File: config.mk
export PLATFORM = sky130hd
export DESIGN_NAME = cache_tag_lookup
export DESIGN_NICKNAME = d
export VERILOG_FILES = /design/src/rtl/cache_tag_lookup_pkg.sv /design/src/rtl/cache_tag_lookup_plru_tree.sv /design/src/rtl/cache_tag_lookup.sv
export SDC_FILE = /design/constraint.sdc
export NUM_CORES = 1
export LEC_CHECK = 0
export BUFFER_PORTS_ARGS = -buffer_cell sky130_fd_sc_hd__buf_2
export CAP_MARGIN = 20
export CORE_MARGIN = 2
export CORE_UTILIZATION = 35
export DETAILED_ROUTE_END_ITERATION = 10
export PLACE_DENSITY = 0.49
export SLEW_MARGIN = 20
export SYNTH_ARGS = -nofsm -noshare
export SYNTH_HDL_FRONTEND = slang
export SYNTH_SLANG_ARGS = --single-unit
File: constraint.sdc
create_clock -name clk -period 3.55 [get_ports clk]
set_input_delay 0.355 -clock clk [delete_from_list [all_inputs] [get_ports clk]]
set_output_delay 0.355 -clock clk [all_outputs]
set_load 0.01 [all_outputs]
File: src/rtl/cache_tag_lookup_pkg.sv
// Shared geometry defaults and flush FSM state type for the tag store.
package cache_tag_lookup_pkg;

    localparam int LC3B_WORD_W    = 16;
    localparam int CACHE_WAYS     = 2;
    localparam int CACHE_SETS     = 8;
    localparam int CACHE_OFFSET_W = 4;

    typedef enum logic {
        IDLE,
        FLUSH
    } cache_flush_state_t;

endpackage

File: src/rtl/cache_tag_lookup_plru_tree.sv
// Combinational tree pseudo-LRU: victim walk and touch update over WAYS-1 heap-ordered bits.
// A node bit of 0 points the victim walk at its left subtree, 1 at its right subtree.
module plru_tree #(
    parameter int WAYS = 2
) (
    input  logic [WAYS-2:0]         bits,
    input  logic [$clog2(WAYS)-1:0] touch_way,
    output logic [$clog2(WAYS)-1:0] victim_way,
    output logic [WAYS-2:0]         next_bits
);

    localparam int WAY_W = $clog2(WAYS);

    always_comb begin
        int   cur;
        logic b;
        victim_way = '0;
        cur        = 0;
        for (int l = 0; l < WAY_W; l++) begin
            b = 1'b0;
            for (int n = 0; n < WAYS - 1; n++) begin
                if (n == cur) b = bits[n];
            end
            victim_way[WAY_W-1-l] = b;
            cur = 2 * cur + 1 + (b ? 1 : 0);
        end
    end

    // Touching a way points every node on its path away from it.
    always_comb begin
        int   cur;
        logic b;
        next_bits = bits;
        cur       = 0;
        for (int l = 0; l < WAY_W; l++) begin
            b = touch_way[WAY_W-1-l];
            for (int n = 0; n < WAYS - 1; n++) begin
                if (n == cur) next_bits[n] = ~b;
            end
            cur = 2 * cur + 1 + (b ? 1 : 0);
        end
    end

endmodule

File: src/rtl/cache_tag_lookup.sv
// N-way set-associative tag store: registered hit/victim lookup, valid/dirty/PLRU
// bookkeeping, line fills and a one-set-per-cycle flush sweep.
module cache_tag_lookup
    import cache_tag_lookup_pkg::*;
#(
    parameter int WAYS     = CACHE_WAYS,
    parameter int SETS     = CACHE_SETS,
    parameter int OFFSET_W = CACHE_OFFSET_W
) (
    input  logic                                            clk,
    input  logic                                            rst,
    input  logic                                            lookup_req,
    input  logic [15:0]                                     lookup_addr,
    input  logic                                            lookup_write,
    output logic                                            lookup_ready,
    output logic                                            resp_valid,
    output logic                                            resp_hit,
    output logic [$clog2(WAYS)-1:0]                         resp_way,
    output logic [$clog2(WAYS)-1:0]                         resp_victim_way,
    output logic                                            resp_victim_valid,
    output logic                                            resp_victim_dirty,
    output logic [LC3B_WORD_W-OFFSET_W-$clog2(SETS)-1:0]    resp_victim_tag,
    input  logic                                            fill_req,
    input  logic [15:0]                                     fill_addr,
    input  logic [$clog2(WAYS)-1:0]                         fill_way,
    input  logic                                            fill_dirty,
    input  logic                                            flush_req,
    output logic                                            flush_busy
);

    localparam int WAY_W = $clog2(WAYS);
    localparam int SET_W = $clog2(SETS);
    localparam int TAG_W = LC3B_WORD_W - OFFSET_W - SET_W;

    cache_flush_state_t state_reg;
    logic [SET_W-1:0]   flush_cnt_reg;

    logic [TAG_W-1:0]   tag_reg   [SETS][WAYS];
    logic [WAYS-1:0]    valid_reg [SETS];
    logic [WAYS-1:0]    dirty_reg [SETS];
    logic [WAYS-2:0]    plru_reg  [SETS];

    logic [SET_W-1:0]   lookup_set;
    logic [TAG_W-1:0]   lookup_tag;
    logic [SET_W-1:0]   fill_set;
    logic [TAG_W-1:0]   fill_tag;
    logic               accept;
    logic [WAYS-1:0]    match;
    logic               hit;
    logic [WAY_W-1:0]   hit_way;
    logic               inv_found;
    logic [WAY_W-1:0]   inv_way;
    logic [WAY_W-1:0]   victim_way;
    logic [WAY_W-1:0]   plru_victim;
    logic [SET_W-1:0]   plru_set;
    logic [WAY_W-1:0]   plru_touch;
    logic [WAYS-2:0]    plru_next;
    logic               unused_offset;

    assign lookup_set    = lookup_addr[OFFSET_W+SET_W-1:OFFSET_W];
    assign lookup_tag    = lookup_addr[15:16-TAG_W];
    assign fill_set      = fill_addr[OFFSET_W+SET_W-1:OFFSET_W];
    assign fill_tag      = fill_addr[15:16-TAG_W];
    assign unused_offset = ^{lookup_addr[OFFSET_W-1:0], fill_addr[OFFSET_W-1:0]};

    // A fill in the same cycle takes the port, so the lookup is held off.
    assign lookup_ready = (state_reg == IDLE) && !fill_req;
    assign accept       = lookup_req && lookup_ready;
    assign flush_busy   = (state_reg == FLUSH);

    generate
        for (genvar gi = 0; gi < WAYS; gi++) begin : g_match
            assign match[gi] = valid_reg[lookup_set][gi] && (tag_reg[lookup_set][gi] == lookup_tag);
        end
    endgenerate

    always_comb begin
        hit       = |match;
        hit_way   = '0;
        inv_found = ~&valid_reg[lookup_set];
        inv_way   = '0;
        for (int w = WAYS - 1; w >= 0; w--) begin
            if (match[w])                    hit_way = WAY_W'(w);
            if (!valid_reg[lookup_set][w])   inv_way = WAY_W'(w);
        end
        victim_way = inv_found ? inv_way : plru_victim;
    end

    // Fills and lookup hits never update PLRU in the same cycle, so one tree serves both.
    assign plru_set   = fill_req ? fill_set : lookup_set;
    assign plru_touch = fill_req ? fill_way : hit_way;

    plru_tree #(
        .WAYS (WAYS)
    ) u_plru (
        .bits       (plru_reg[plru_set]),
        .touch_way  (plru_touch),
        .victim_way (plru_victim),
        .next_bits  (plru_next)
    );

    always_ff @(posedge clk) begin
        if (state_reg == IDLE && fill_req) begin
            tag_reg[fill_set][fill_way] <= fill_tag;
        end
    end

    always_ff @(posedge clk or posedge rst) begin
        if (rst) begin
            state_reg         <= IDLE;
            flush_cnt_reg     <= '0;
            resp_valid        <= 1'b0;
            resp_hit          <= 1'b0;
            resp_way          <= '0;
            resp_victim_way   <= '0;
            resp_victim_valid <= 1'b0;
            resp_victim_dirty <= 1'b0;
            resp_victim_tag   <= '0;
            for (int s = 0; s < SETS; s++) begin
                valid_reg[s] <= '0;
                dirty_reg[s] <= '0;
                plru_reg[s]  <= '0;
            end
        end else begin
            resp_valid <= accept;
            if (accept) begin
                resp_hit          <= hit;
                resp_way          <= hit_way;
                resp_victim_way   <= victim_way;
                resp_victim_valid <= valid_reg[lookup_set][victim_way];
                resp_victim_dirty <= dirty_reg[lookup_set][victim_way];
                resp_victim_tag   <= tag_reg[lookup_set][victim_way];
            end
            case (state_reg)
                IDLE: begin
                    if (fill_req) begin
                        valid_reg[fill_set][fill_way] <= 1'b1;
                        dirty_reg[fill_set][fill_way] <= fill_dirty;
                        plru_reg[fill_set]            <= plru_next;
                    end else if (accept && hit) begin
                        plru_reg[lookup_set] <= plru_next;
                        if (lookup_write) dirty_reg[lookup_set][hit_way] <= 1'b1;
                    end
                    if (flush_req) begin
                        state_reg     <= FLUSH;
                        flush_cnt_reg <= '0;
                    end
                end
                FLUSH: begin
                    valid_reg[flush_cnt_reg] <= '0;
                    dirty_reg[flush_cnt_reg] <= '0;
                    plru_reg[flush_cnt_reg]  <= '0;
                    if (flush_cnt_reg == SET_W'(SETS - 1)) begin
                        state_reg <= IDLE;
                    end else begin
                        flush_cnt_reg <= flush_cnt_reg + 1'b1;
                    end
                end
                default: state_reg <= IDLE;
            endcase
        end
    end

endmodule

==> results.json <==
{
  "grt_pass1_wl_mm": 43.1,
  "yosysSeqAreaShare": 0.594,
  "p_comb_frac": 0.233,
  "critPathKind": "register to register",
  "p_switching_mw": 2.05,
  "vias_per_cell": 5.46,
  "crit_required_ns": 3.94,
  "grt_max_degree": 33,
  "syn_nets": 761,
  "finalSetupViolCount": 0,
  "diodes": 0,
  "ys_async_sr_fraction": 0.291,
  "rsz0062_at_grt": "false",
  "syn_area_mm2": 0.00977,
  "fillerInstances": 2587,
  "pwr-share-clk": 0.333,
  "synthTopCellsByArea": "edfxtp_1 (44%), dfrtp_1 (15%), mux4_2 (5.8%)",
  "grt.overflow.total": 0,
  "maxSlewViolCount": 0,
  "synth_edf_count": 144,
  "io-pin-count": 57,
  "cts.sinks": 203,
  "leakagePower_nw": 4.38,
  "syn_avg_cell_area_um2": 13.6,
  "pwr_density_cell_mw_per_mm2": 590,
  "htreeDepth": 1,
  "drc": 0,
  "grt_util_all_layers": 0.200,
  "worstPathArrival_ns": 3.81,
  "die_w_um": 171,
  "dr.first_iter.drc_count": 523,
  "ys_seq_elements": 203,
  "wire_per_inst_um": 23.8,
  "drv_cap": 0,
  "dieArea_mm2": 0.0293,
  "crit_fanout": 9,
  "port_buffers": 48,
  "drtPass1Iterations": 4,
  "wl_met2_mm": 13.4,
  "core_area_mm2": 0.0276,
  "worstMarginPinSlew_ns": 0.741,
  "fin_crit_ns": 3.42,
  "place.gp.congestion": 0.912,
  "hold_slack_ns": 0.0405,
  "cts.clk_slew.worst_paths_ns": 0.06,
  "num_vias": 6617,
  "post-route-period-util": 0.963,
  "ctsRootBufferMaster": "clkbuf_16",
  "yosys_warnings": 0,
  "relSlewSlack": 0.506,
  "start_util": 0.354,
  "yosysMostFrequentCell": "edfxtp_1",
  "cts_buffers": 22,
  "critPathLaunchType": "register",
  "antenna_found_initial": 1,
  "max-clock-path-buffers": 3,
  "ys_types": 71,
  "seqCellArea_mm2": 0.00580,
  "r2r_setup_slack_ns": 0.13,
  "status": "completed",
  "seqPwrFrac": 0.435,
  "multi_input_area_mm2": 0.00363,
  "layout-drive-gt1-share": 0.271,
  "cts_tree": "done",
  "die-height_um": 171,
  "top_layer_used": "met5",
  "grt_pass1_vias": 6765,
  "whs_path_depth": 2,
  "synth_top_area_share": 0.442,
  "p_sw_frac": 0.302,
  "synth_commonest_cells": "edfxtp_1 (144), dfrtp_1 (59), nand2_1 (53)",
  "p_int_mw": 4.74,
  "vdd_ir_drop_max_uv": 371,
  "setup_tns_ns": 0,
  "path_cells": "mux4_1, mux2i_1, xor2_1, o21ai_1, or4_1, a2111o_1, buf_12, a2111oi_2, o21bai_1, o2bb2ai_1",
  "hold_path.class": "primary input to register",
  "worstRegToRegCells": 10,
  "finClkSkew_ns": 0.0153,
  "area_delta_synth_final_pct": 17.8,
  "largest_reg_flops": 144,
  "wl_mm": 28.9,
  "routed-wl-met3_mm": 1.68,
  "netlist_instances": 719,
  "cp_slowest_cell": "mux4_1",
  "postRouteAntennaNets": 0,
  "synth_area_leader_cell": "edfxtp_1",
  "insertion_delay_ns": 0.51,
  "slowest_delay_ns": 0.57,
  "synth_flop_cell": "edfxtp_1",
  "hold_viol_final": 0,
  "fmaxAchievable_mhz": 292,
  "worstSetupEndpointType": "register",
  "nets": 861,
  "wl_met1_mm": 13.2,
  "rows": 61,
  "post-dp-hpwl_mm": 20.0
}
==> layout by cell type (no fill, tap or decap), drive strengths merged, types with 14 or more instances in the layout <==
| cell type | count |
|---|---|
| edfxtp | 144 |
| buf | 120 |
| dfrtp | 59 |
| nand2 | 55 |
| nor2 | 48 |
| o21ai | 34 |
| a21oi | 32 |
| mux2i | 31 |
| mux4 | 31 |
| clkbuf | 30 |
| mux2 | 24 |
| a21o | 18 |
| inv | 18 |
| and2 | 14 |
==> power groups by stage <==
| stage | Clock, mW | Combinational [mW] | Sequential (mW) |
|---|---|---|---|
| after floorplan | 0 | 1.01 | 2.95 |
| after global placement | 0 | 1.53 | 2.99 |
| after detailed placement | 0 | 1.55 | 3.00 |
| after CTS | 2.30 | 1.56 | 2.95 |
| after global routing | 2.39 | 1.72 | 2.98 |
| final | 2.26 | 1.58 | 2.95 |
==> per-stage QoR <==
stage          cells  area [um2]  power (mW)   util  worst slack (ns)
5_1_grt         1212       11500        7.10  0.417           0.00336
4_1_cts         1212       11500        6.81  0.416             0.122
3_5_place_dp    1172       10800        4.55  0.390           -0.0644
2_1_floorplan    719        9770        3.97      -             0.417
6_report        1212       11500        6.79  0.417             0.131
3_3_place_gp    1172       10800        4.51  0.390           -0.0561
==> routing by layer <==
metal / GRT usage / vias to the layer above
li1: - / 2963
met3: 0.0345 / 43
met1: 0.282 / 3379
met4: 0.0527 / 2
met5: 0 / -
met2: 0.322 / 230
==> cell type report <==
type	instances	area share
clock buffers	30	0.0523
clock inverters	9	0.00913
inverters	19	0.00619
multi-input cells	452	0.316
flip-flops and latches	203	0.504
well taps	378	0.0411
repair buffers	121	0.0721
==> final timing paths <==
path                                            to           start
worst min-delay path              flush_cnt_reg[2]       flush_req
max in group asynchronous             valid_reg[7]             rst
worst max register to register         plru_reg[2]  tag_reg[3][16]
worst max-delay path                   plru_reg[2]  tag_reg[3][16]
min in group asynchronous       resp_victim_tag[2]             rst
worst min register to register       valid_reg[12]   valid_reg[12]
==> cells by family (layout without fill, tap and decap cells) <==
family          count (synthesis)  in the layout  synth area share
fa+ha+maj                       2              2           0.00256
simple gates                  180            180            0.0896
xor+xnor                       16             16            0.0143
mux                            86             86             0.136
buf+inv                        64            179            0.0382
compound gates                168            168             0.126
flops                         203            203             0.594
==> critical path: cells and delay by family, from the launching register on <==
family                 cells  cell delay [ns]
flip-flops                 1             0.35
buffers and inverters      1             0.17
AO/OA/AOI/OAI              5             1.26
AND/OR/NAND/NOR            1             0.53
XOR/XNOR                   1             0.22
multiplexers               2             0.76
==> timing repair <==
item,in CTS,in global routing
setup endpoints to repair,0,1
hold endpoints to repair,19,0
setup buffers,0,0
gates resized for setup,0,1
hold buffers,1,0
Power figures use the tool's default switching activity.
